`src/rtl/seq_grid_renderer.sv`:
```
// Renders a 4-track x 16-step sequencer grid into a VGA frame buffer, one pixel per clock.
// Inputs are snapshotted at frame start; a new frame is drawn only when they change.
module seq_grid_renderer #(
    parameter int X0   = 20,
    parameter int Y0   = 30,
    parameter int CELL = 4,
    parameter int GAP  = 1
) (
    input  logic        clk,
    input  logic        reset,
    input  logic        enable,
    input  logic [15:0] pattern0,
    input  logic [15:0] pattern1,
    input  logic [15:0] pattern2,
    input  logic [15:0] pattern3,
    input  logic [3:0]  beat,
    output logic [7:0]  x,
    output logic [6:0]  y,
    output logic [2:0]  colour,
    output logic        plot,
    output logic        busy,
    output logic        frame_done
);

    localparam int P  = CELL + GAP;
    localparam int CW = (CELL > 1) ? $clog2(CELL) : 1;
    localparam logic [CW-1:0] CELL_MAX = CW'(CELL - 1);

    typedef enum logic [1:0] {
        IDLE,
        LATCH,
        DRAW,
        DONE
    } state_t;

    state_t state_reg;
    state_t state_next;

    logic [3:0][15:0] pat_in;
    logic [3:0][15:0] pat_snap_reg;
    logic [3:0]       beat_snap_reg;
    logic             force_reg;
    logic [3:0]       pat_diff;

    logic [CW-1:0] px_reg;
    logic [CW-1:0] py_reg;
    logic [3:0]    s_reg;
    logic [1:0]    r_reg;

    logic       trigger;
    logic       last_pixel;
    logic       cell_on;
    logic       cell_head;
    logic [7:0] x_next;
    logic [6:0] y_next;
    logic [2:0] colour_next;

    assign pat_in = {pattern3, pattern2, pattern1, pattern0};

    generate
        for (genvar gi = 0; gi < 4; gi++) begin : g_diff
            assign pat_diff[gi] = (pat_in[gi] != pat_snap_reg[gi]);
        end
    endgenerate

    // force_reg guarantees one full redraw after reset even if inputs match the snapshot
    assign trigger    = enable && (force_reg || (|pat_diff) || (beat != beat_snap_reg));
    assign last_pixel = (r_reg == 2'd3) && (s_reg == 4'd15) &&
                        (py_reg == CELL_MAX) && (px_reg == CELL_MAX);

    always_comb begin
        state_next = state_reg;
        case (state_reg)
            IDLE:    if (trigger) state_next = LATCH;
            LATCH:   state_next = DRAW;
            DRAW:    if (last_pixel) state_next = DONE;
            DONE:    state_next = IDLE;
            default: state_next = IDLE;
        endcase
    end

    always_ff @(posedge clk) begin
        if (reset) begin
            state_reg <= IDLE;
        end else begin
            state_reg <= state_next;
        end
    end

    // Pixel coordinate and colour for the current counter position, from the snapshot only
    always_comb begin
        x_next      = 8'(X0 + int'(s_reg) * P + int'(px_reg));
        y_next      = 7'(Y0 + int'(r_reg) * P + int'(py_reg));
        cell_on     = pat_snap_reg[r_reg][4'd15 - s_reg];
        cell_head   = (s_reg == beat_snap_reg);
        colour_next = 3'b100;
        if (cell_on && cell_head) begin
            colour_next = 3'b110;
        end else if (cell_on) begin
            colour_next = 3'b010;
        end else if (cell_head) begin
            colour_next = 3'b001;
        end
    end

    always_ff @(posedge clk) begin
        if (reset) begin
            x             <= '0;
            y             <= '0;
            colour        <= '0;
            plot          <= 1'b0;
            busy          <= 1'b0;
            frame_done    <= 1'b0;
            force_reg     <= 1'b1;
            pat_snap_reg  <= '0;
            beat_snap_reg <= '0;
            px_reg        <= '0;
            py_reg        <= '0;
            s_reg         <= '0;
            r_reg         <= '0;
        end else begin
            case (state_reg)
                LATCH: begin
                    pat_snap_reg  <= pat_in;
                    beat_snap_reg <= beat;
                    force_reg     <= 1'b0;
                    px_reg        <= '0;
                    py_reg        <= '0;
                    s_reg         <= '0;
                    r_reg         <= '0;
                    busy          <= 1'b1;
                    plot          <= 1'b0;
                    frame_done    <= 1'b0;
                end
                DRAW: begin
                    x          <= x_next;
                    y          <= y_next;
                    colour     <= colour_next;
                    plot       <= 1'b1;
                    frame_done <= 1'b0;
                    // px fastest, then py, then step, then track
                    if (px_reg == CELL_MAX) begin
                        px_reg <= '0;
                        if (py_reg == CELL_MAX) begin
                            py_reg <= '0;
                            if (s_reg == 4'd15) begin
                                s_reg <= '0;
                                r_reg <= r_reg + 2'd1;
                            end else begin
                                s_reg <= s_reg + 4'd1;
                            end
                        end else begin
                            py_reg <= py_reg + CW'(1);
                        end
                    end else begin
                        px_reg <= px_reg + CW'(1);
                    end
                end
                DONE: begin
                    plot       <= 1'b0;
                    busy       <= 1'b0;
                    frame_done <= 1'b1;
                end
                default: begin
                    plot       <= 1'b0;
                    frame_done <= 1'b0;
                end
            endcase
        end
    end

endmodule
```
`config.mk`:
```
export PLATFORM = sky130hd
export DESIGN_NAME = seq_grid_renderer
export DESIGN_NICKNAME = d
export VERILOG_FILES = /design/src/rtl/seq_grid_renderer.sv
export SDC_FILE = /design/constraint.sdc
export NUM_CORES = 1
export LEC_CHECK = 0
export CAP_MARGIN = 15
export CORE_AREA = 2 2 123 125
export DETAILED_ROUTE_END_ITERATION = 10
export DIE_AREA = 0 0 125 127
export HOLD_SLACK_MARGIN = 0.1
export SYNTH_ARGS = -nofsm -noshare
export SYNTH_HDL_FRONTEND = slang
export SYNTH_SLANG_ARGS = --single-unit
```
`constraint.sdc`:
```
create_clock -name clk -period 4.95 [get_ports clk]
set_clock_uncertainty 0.05 [all_clocks]
set_input_delay 0.495 -clock clk [delete_from_list [all_inputs] [get_ports clk]]
set_output_delay 0.495 -clock clk [all_outputs]
set_load 0.01 [all_outputs]
```
==> out/qor.yml, run 1 <==
critPathMaxStageDelay_ns: 0.87
ctsResizeCount: 0
vdd_ir_drop_max_mv: 0.1849
hold_path_class: "reg -> reg"
fin_crit_sh_pct: 56.71
final_cell_mix: "101 x dfxtp_1, 98 x nor2_1, 92 x mux2i_1, 89 x clkdlybuf4s50_1, 64 x xor2_1"
synth_edf_count: 0
max_freq_mhz: 356.2
p_switching_uw: 982.5
layout_commonest_cell: "dfxtp_1"
synth-seq-area-share_pct: 36.14
fin_crit_ns: 2.807
grt_pass1_vias: 4253
fin_cells: 847
r2r-end: "colour[2]$_SDFFE_PP0P_"
cellInternalPower_uw: 1921
cpMaxStageDelayCell: "dfxtp_1"
final_max_slew_viol_count: 0
switching_share_pct: 33.84
grt_usage_pct: 17.92
io_pins: 92
die_width_um: 125
cts_tree: "yes"
hpwl_mm: 10.55
post_cts_buffers: 0
grt.overflow.total: 0
antenna_cells: 0
clk_latency_ns: 0.35
cp-start-kind: "flop"
hold_depth: 1
hold-path-endpoint: "force_reg$_SDFFE_PP1P_"
grt_max_degree: 82
reg2reg_depth: 8
dr.pass1.iters: 4
portBuffers: 90
drt_wl_total_mm: 14.12
die_area_um2: 15880
drv_cap: 0
leakage_uw: 0.002806
syn_area_per_cell_um2: 9.581
crit_arrival_ns: 2.97
hold_viol: 0
drt.antenna.violating_nets: 0
post-layout-total-power_uw: 2904
cts.sinks: 101
clock-root-buffer: "clkbuf_16"
vias_per_cell: 5.164
postPlaceCellArea_um2: 6613
fin_tns_setup_ns: 0
slew_headroom_pct: 39.32
cp_num_buf_inv: 0
rrSetupSlack_ns: 2.14
min_from: "force_reg$_SDFFE_PP1P_"
layout.nets: 758
crit_required_ns: 5.11
path_class: "reg -> reg"
drive_gt1_share_pct: 4.676
worst_setup_path_end_kind: "flop"
cpLargestDelayFamily: "flip-flops"
synth_ff_type: "dfxtp_1"
largest_register_ffs: 64
ys_warn_count: 0
start_util_pct: 38.79
crit_fanout: 16
ctsHoldBuffers: 0
clock_power_share_pct: 25.1
finalSetupViolCount: 0
rows: 44
ys_ff_latch: 101
synth_nets: 684
drc: 0
netlist_instances: 584
syn_to_final_growth_pct: 23.61
stdcell_area_um2: 6917
via_count: 4374
coreArea_um2: 14420
regToRegStartpoint: "r_reg[0]$_SDFFE_PP0P_"
async_flop_share_pct: 0
worst_pin_slew_ns: 0.9102
path_cells: "mux4_1 > a22o_1 > o21ai_0 > and3_1 > a41o_2 > ha_1 > mux2i_1 > nor2_1"
place_congestion: 0.8409
drt_iter0_drc: 223
seqPwrFrac_pct: 40.2
place_inst: 831
clk_pin_slew_worst_paths_ns: 0.07
antenna_found_initial: 0
grt_pass1_wl_mm: 22.31
p_comb_share_pct: 34.7
htreeDepth: 3
cts_buffers: 9
rsz0062_at_grt: "false"
synth_area_um2: 5595
clockBufferDepth: 2
cellPowerDensity_nw_per_um2: 419.8
die_h_um: 127
run_status: "completed"
synth.distinct_cells: 53
routedWlPerCell_um: 16.67
-- Yosys cell counts (2+ instances only) --
master / n / share of area, %
nor2b_1: 8 / 0.89
mux4_1: 2 / 0.94
a22oi_1: 8 / 1.1
ha_1: 26 / 5.8
dfxtp_1: 101 / 36
a211oi_1: 4 / 0.54
o2111ai_1: 2 / 0.31
a22o_1: 4 / 0.63
buf_4: 4 / 0.54
nand2b_1: 8 / 0.89
nand4_1: 5 / 0.56
nor4_1: 14 / 1.6
xnor2_1: 6 / 0.94
xor2_1: 64 / 10
inv_1: 24 / 1.6
a221oi_1: 2 / 0.31
nand2_1: 10 / 0.67
o21ai_0: 3 / 0.27
clkbuf_1: 14 / 0.94
mux4_2: 7 / 2.8
nand3_1: 8 / 0.72
a21o_1: 4 / 0.54
and2_1: 2 / 0.22
nor3b_1: 2 / 0.27
a21oi_1: 17 / 1.5
nor2_1: 98 / 6.6
fa_1: 3 / 1.1
o22ai_1: 5 / 0.56
buf_1: 10 / 0.67
o21bai_1: 2 / 0.27
nor3_1: 4 / 0.36
mux2i_1: 92 / 16
-- stage by stage --
step,util [%],hold slack [ns],worst slack (ns)
5_1_grt,47.95,0.4334,1.945
4_1_cts,47.95,0.4087,2.119
3_3_place_gp,45.84,0.3816,2.189
2_1_floorplan,-,0.3718,2.666
6_report,47.95,0.4089,2.143
3_5_place_dp,45.84,0.3927,2.102
-- worst max path at each step --
stage / from / endpoint / slack [ns] / cells after the start
detailed placement: r_reg[0]$_SDFFE_PP0P_ / colour[2]$_SDFFE_PP0P_ / 2.10 / 8
CTS: r_reg[0]$_SDFFE_PP0P_ / colour[2]$_SDFFE_PP0P_ / 2.12 / 8
floorplan: s_reg[0]$_SDFFE_PP0P_ / x[6]$_SDFFE_PP0P_ / 2.67 / 10
finish: r_reg[0]$_SDFFE_PP0P_ / colour[2]$_SDFFE_PP0P_ / 2.14 / 8
global placement: r_reg[0]$_SDFFE_PP0P_ / colour[2]$_SDFFE_PP0P_ / 2.19 / 8
global route: r_reg[0]$_SDFFE_PP0P_ / colour[2]$_SDFFE_PP0P_ / 1.94 / 8
-- worst register-to-register path: cells and delay by family, from the launching register on --
family,cells,cell delay [ns]
fa+ha+maj,1,0.22
mux,2,0.80
compound gates,3,0.50
simple gates,2,0.22
flops,1,0.87
-- per-layer routing --
metal  up-vias  wire (um)  global-route usage [%]
met1      2060       6548                   23.83
met2       121       6573                   29.19
met4         0        321                   7.582
li1       2175          -                       -
met5         -          0                       0
met3        18        677                   2.764
-- area by class of cell --
type | instances | area, um2
Multi-Input combinational cell | 428 | 3344
Inverter | 24 | 90.09
Sequential cell | 101 | 2022
Timing Repair Buffer | 94 | 925.9
Clock inverter | 3 | 43.79
Clock buffer | 13 | 260.3
Tap cell | 184 | 230.2
Fill cell | 1370 | 7507
-- logic make-up (layout without fill, tap and decap cells) --
kind of cell | Yosys count | in the layout | synth area share [%]
DFF | 101 | 101 | 36.14
adders and majority gates | 29 | 29 | 6.887
AOI/OAI and AO/OA | 61 | 61 | 7.603
and+or+nand+nor | 165 | 165 | 13.62
xor gates and xnor gates | 70 | 70 | 10.96
other | 1 | 1 | 0.06702
muxes | 102 | 102 | 20.42
buffers and inverters | 55 | 134 | 4.316
-- power groups by stage --
stage / clock network, uW / logic (uW) / registers, uW
2_1_floorplan: 0 / 730 / 1140
3_3_place_gp: 0 / 996 / 1180
3_5_place_dp: 0 / 1010 / 1190
4_1_cts: 748 / 1020 / 1170
5_1_grt: 781 / 1110 / 1190
6_report: 728 / 1010 / 1170
(Power assumes the default switching activity.)
==> run 2: changes to the inputs <==
Clock period 4.95 ns to 2.3 ns, I/O delays scaled along.
==> run 2 against run 1 <==
Sequential share of layout area fell by 0.88 points. Die area unchanged. Cell area increased by 3.6%. Fmax up 27%. Routed wire length increased by 2.4%. Non-clock buffer count up 17. Power is 130% higher. Critical path type unchanged.
==> out/qor.yml, run 2 (synthesized netlist as in run 1, its figures left out) <==
cp-start-kind: "flop"
vias_per_cell: 5.191
dr_wl_met2_mm: 6.865
post_cts_buffers: 0
rsz0062_at_grt: "false"
grt_pass1_wl_mm: 23.16
crit_fanout: 8
fin_cells: 863
worst_pin_slew_ns: 0.6382
layout_setup_ws_ns: 0.09777
cts.sinks: 101
clockBufferDepth: 2
hpwl_mm: 11.18
cpMaxStageDelayCell: "mux4_1"
final_max_slew_viol_count: 0
min_from: "reset"
grt_max_degree: 72
portBuffers: 90
syn_to_final_growth_pct: 28.02
place_congestion: 0.8506
highest_layer: "met4"
drc: 0
htreeDepth: 3
fillCellCount: 1372
cellPowerDensity_nw_per_um2: 913.0
slew_headroom_pct: 57.45
ctsHoldBuffers: 0
leakage_uw: 0.002935
clk_pin_slew_worst_paths_ns: 0.07
fin_hold_ws_ns: 0.3445
startpoint: "r_reg[0]$_SDFFE_PP0P_"
route.met3.wl_um: 642
fin_crit_ns: 2.202
io_pins: 92
clk_latency_ns: 0.35
grt_usage_pct: 18.55
layout.nets: 775
postPlaceCellArea_um2: 6790
pre_cts_ws_ns: -0.2749
drive_gt1_share_pct: 8.100
vdd_ir_drop_max_mv: 0.5788
grt_pass1_vias: 4507
final_cell_mix: "98 x nor2_1, 98 x dfxtp_1, 92 x mux2i_1, 89 x clkdlybuf4s50_1, 64 x xor2_1"
antenna_cells: 0
drt.antenna.violating_nets: 0
max_freq_mhz: 454.1
die_h_um: 127
cts_buffers: 9
drt_iter0_drc: 255
drt_wl_total_mm: 14.46
grt.overflow.total: 0
die_width_um: 125
start_util_pct: 38.79
fin_crit_sh_pct: 95.75
crit_arrival_ns: 2.40
regToRegStartpoint: "r_reg[0]$_SDFFE_PP0P_"
clock-root-buffer: "clkbuf_16"
largest_register_ffs: 64
via_count: 4480
routedWlPerCell_um: 16.75
dr.pass1.iters: 4
path_class: "reg -> reg"
worst_setup_path_end_kind: "flop"
wl_met1_mm: 6.555
fin_tns_setup_ns: 0
path_cells: "mux4_1 > a22o_1 > o21ai_0 > and3_1 > a41o_2 > ha_1 > mux2i_1 > nor2_1"
coreArea_um2: 14420
rows: 44
critPathMaxStageDelay_ns: 0.56
stdcell_area_um2: 7163
crit_required_ns: 2.50
hold_path_class: "in -> reg"
antenna_found_initial: 0
die_area_um2: 15880
run_status: "completed"
place_inst: 848
drv_cap: 0
hold_viol: 0
finalSetupViolCount: 0
cts_tree: "yes"
run 2: changes by cell type in the layout (fill, tap and decap cells not counted), sizes merged:
cell / delta
buf: +17
bufinv: +2
clkbuf: -2
clkinv: -1
run 2: repair_timing:
action | 4_1_cts | 5_1_grt
endpoints found under the setup margin | 1 | 6
gates resized for setup | 1 | 8
endpoints found under the hold margin | 0 | 0
gates cloned | 0 | 0
run 2: final timing paths:
path | endpoint | slack [ns] | depth (start not counted)
min reg2reg | force_reg$_SDFFE_PP1P_ | 0.42 | 1
min | x[4]$_SDFFE_PP0P_ | 0.34 | 2
max reg2reg | colour[2]$_SDFFE_PP0P_ | 0.1 | 8
max | colour[2]$_SDFFE_PP0P_ | 0.1 | 8
run 2: metrics by stage:
stage	utilization (%)	total power [uW]
2_1_floorplan	-	4015
3_3_place_gp	47.08	4735
3_5_place_dp	47.08	4796
4_1_cts	49.50	6593
5_1_grt	49.66	6920
6_report	49.66	6540
run 2: power by group:
part / internal (uW) / total [uW] / switching (uW) / leakage (uW)
clock: 1120 / 1780 / 661 / 0.000172
combinational: 1150 / 2250 / 1100 / 0.00194
sequential: 2130 / 2520 / 383 / 0.000826
run 2: critical path: cells and delay by family (launching register included):
kind	cells	cell delay, ns
fa+ha+maj	1	0.23
flops	1	0.42
compound gates	3	0.48
mux	2	0.69
simple gates	2	0.22
run 2: cell type report:
cell class	count	area, um2	share of cell area [%]
multi-input combinational	428	3361	46.92
sequential	101	2031	28.35
timing repair buffer	111	1104	15.41
clock buffer	11	252.7	3.528
tap	184	230.2	3.214
clock inverter	4	95.09	1.328
inverter	24	90.09	1.258
run 2: metal layers:
metal | global-route usage [%] | vias to the layer above
li1 | - | 2206
met1 | 22.96 | 2116
met2 | 31.94 | 132
met3 | 3.936 | 26
met4 | 6.863 | 0
met5 | 0 | -
==> run 3: changes to the inputs <==
Settings changed: GPL_ROUTABILITY_DRIVEN set to 0, SETUP_SLACK_MARGIN set to 0.15.
==> run 3 against run 2 <==
Worst setup slack lost 0.0080 ns. Non-clock buffer count increased by 2. Largest cell class unchanged. Global-route usage increased by 0.27 points. Critical path type unchanged. Count of clock-buffer cells in the layout decreased by 2. First-iteration DRC count increased by 11%. Highest routed layer unchanged. Via count is essentially flat. Sequential share of layout area fell by 0.18 points.
==> out/qor.yml, run 3 (synthesized netlist as in run 1, its figures left out) <==
crit_fanout: 8
grt_usage_pct: 18.81
crit_top_cell: "buf_6"
hpwl_mm: 10.84
fin_crit_ns: 2.210
fin_crit_sh_pct: 96.10
leakage_uw: 0.002931
cpMaxStageDelayCell: "dfxtp_4"
cts_tree: "yes"
clk_pin_slew_worst_paths_ns: 0.07
post-layout-total-power_uw: 6472
cp-start-kind: "flop"
cellPowerDensity_nw_per_um2: 898.3
cts.sinks: 101
clock-root-buffer: "clkbuf_16"
startpoint: "r_reg[0]$_SDFFE_PP0P_"
fin_cells: 866
fillCellCount: 1321
grt_pass1_vias: 4475
hold_depth: 2
via_count: 4478
clk_latency_ns: 0.36
layout_setup_ws_ns: 0.08977
drt.antenna.violating_nets: 0
path_class: "reg -> reg"
die_h_um: 127
vias_per_cell: 5.171
cp_num_buf_inv: 2
rows: 44
crit_required_ns: 2.49
multi_input_area_um2: 3440
layout.nets: 777
reg2reg_depth: 10
hold-path-endpoint: "pat_snap_reg[23]$_SDFFE_PP0P_"
final_max_slew_viol_count: 0
postPlaceCellArea_um2: 6761
place_inst: 845
htreeDepth: 3
largest_register_ffs: 64
grt_max_degree: 70
critPathMaxStageDelay_ns: 0.38
layout_commonest_cell: "nor2_1"
drt_iter0_drc: 283
vdd_ir_drop_max_mv: 0.4545
min_from: "reset"
max_freq_mhz: 452.4
drt_wl_total_mm: 14.63
stdcell_area_um2: 7204
cpLargestDelayFamily: "compound AO/OA/AOI/OAI gates"
worst_setup_path_end_kind: "flop"
die_width_um: 125
routedWlPerCell_um: 16.89
clockBufferDepth: 2
crit_arrival_ns: 2.40
worst_pin_slew_ns: 0.5318
final_cell_mix: "98 x nor2_1, 97 x dfxtp_1, 91 x mux2i_1, 89 x clkdlybuf4s50_1, 64 x xor2_1"
portBuffers: 90
pre_cts_ws_ns: -0.1572
slew_headroom_pct: 64.22
hold_viol: 0
ctsHoldBuffers: 0
grt.overflow.total: 0
dr.pass1.iters: 5
rsz0062_at_grt: "true"
die_area_um2: 15880
antenna_found_initial: 0
run_status: "completed"
coreArea_um2: 14420
syn_to_final_growth_pct: 28.76
grt_pass1_wl_mm: 23.58
rrSetupSlack_ns: 0.09
drc: 0
path_cells: "buf_6 > buf_6 > nor2b_1 > a22oi_1 > a41oi_2 > and3_1 > a41o_2 > ha_4 > mux2i_1 > nor2_1"
start_util_pct: 38.79
r2r-end: "colour[2]$_SDFFE_PP0P_"
finalSetupViolCount: 0
hold_path_class: "in -> reg"
antenna_cells: 0
seq_area_um2: 2029
cts_buffers: 9
drv_cap: 0
io_pins: 92
drive_gt1_share_pct: 10.26
final_util_pct: 49.95
regToRegStartpoint: "r_reg[0]$_SDFFE_PP0P_"
[run 3: cell types whose count changed in the layout (fill, tap and decap cells not counted), sizes merged]
cell | previous run | this run
inv | 24 | 26
bufinv | 3 | 1
buf | 22 | 24
clkinvlp | 0 | 1
clkinv | 1 | 3
clkbuf | 11 | 9
[run 3: worst max path at each step]
stage	end	cells past startpoint	slack (ns)
after floorplan	colour[2]$_SDFFE_PP0P_	9	0.15
after global placement	state_reg[1]$_SDFFE_PP0P_	9	-0.14
after detailed placement	state_reg[1]$_SDFFE_PP0P_	9	-0.16
after CTS	colour[2]$_SDFFE_PP0P_	8	0.10
after global routing	colour[2]$_SDFFE_PP0P_	10	-0.01
final	colour[2]$_SDFFE_PP0P_	10	0.09
[run 3: worst reg2reg max path, stage by stage (launching register included)]
cell and delay [ns]:
dfxtp_4 0.38, buf_6 0.14, buf_6 0.14, nor2b_1 0.15, a22oi_1 0.23, a41oi_2 0.14
and3_1 0.19, a41o_2 0.26, ha_4 0.21, mux2i_1 0.14, nor2_1 0.06
[run 3: stage by stage]
step	hold slack, ns	TNS (ns)
2_1_floorplan	0.3276	0
3_3_place_gp	0.3836	-0.2428
3_5_place_dp	0.3909	-0.2413
4_1_cts	0.1740	0
5_1_grt	0.1942	-0.01267
6_report	0.1839	0
[run 3: final cells by class]
type | count | area share (%)
well taps | 184 | 3.196
inverters | 24 | 1.285
clock buffers | 9 | 3.126
clock inverters | 7 | 1.025
multi-input cells | 428 | 47.74
flip-flops and latches | 101 | 28.17
repair buffers | 113 | 15.46
[run 3: per-layer routing]
| metal | global-route usage (%) | vias to the layer above | routed length [um] |
|---|---|---|---|
| li1 | - | 2217 | - |
| met1 | 24.38 | 2116 | 6686 |
| met2 | 31.52 | 126 | 6915 |
| met3 | 4.104 | 19 | 703 |
| met4 | 5.882 | 0 | 322 |
| met5 | 0 | - | 0 |
[run 3: what timing repair did]
| item | 4_1_cts | 5_1_grt |
|---|---|---|
| endpoints found under the setup margin | 5 | 8 |
| hold endpoints to repair | 0 | 0 |
| pin swaps | 7 | 8 |
| gates resized for setup | 8 | 16 |
| buffers inserted | 2 | 3 |
[run 3: power breakdown]
| part | switching, uW | internal [uW] |
|---|---|---|
| registers | 378 | 2140 |
| clock network | 712 | 850 |
| logic | 1170 | 1230 |
| total | 2260 | 4210 |
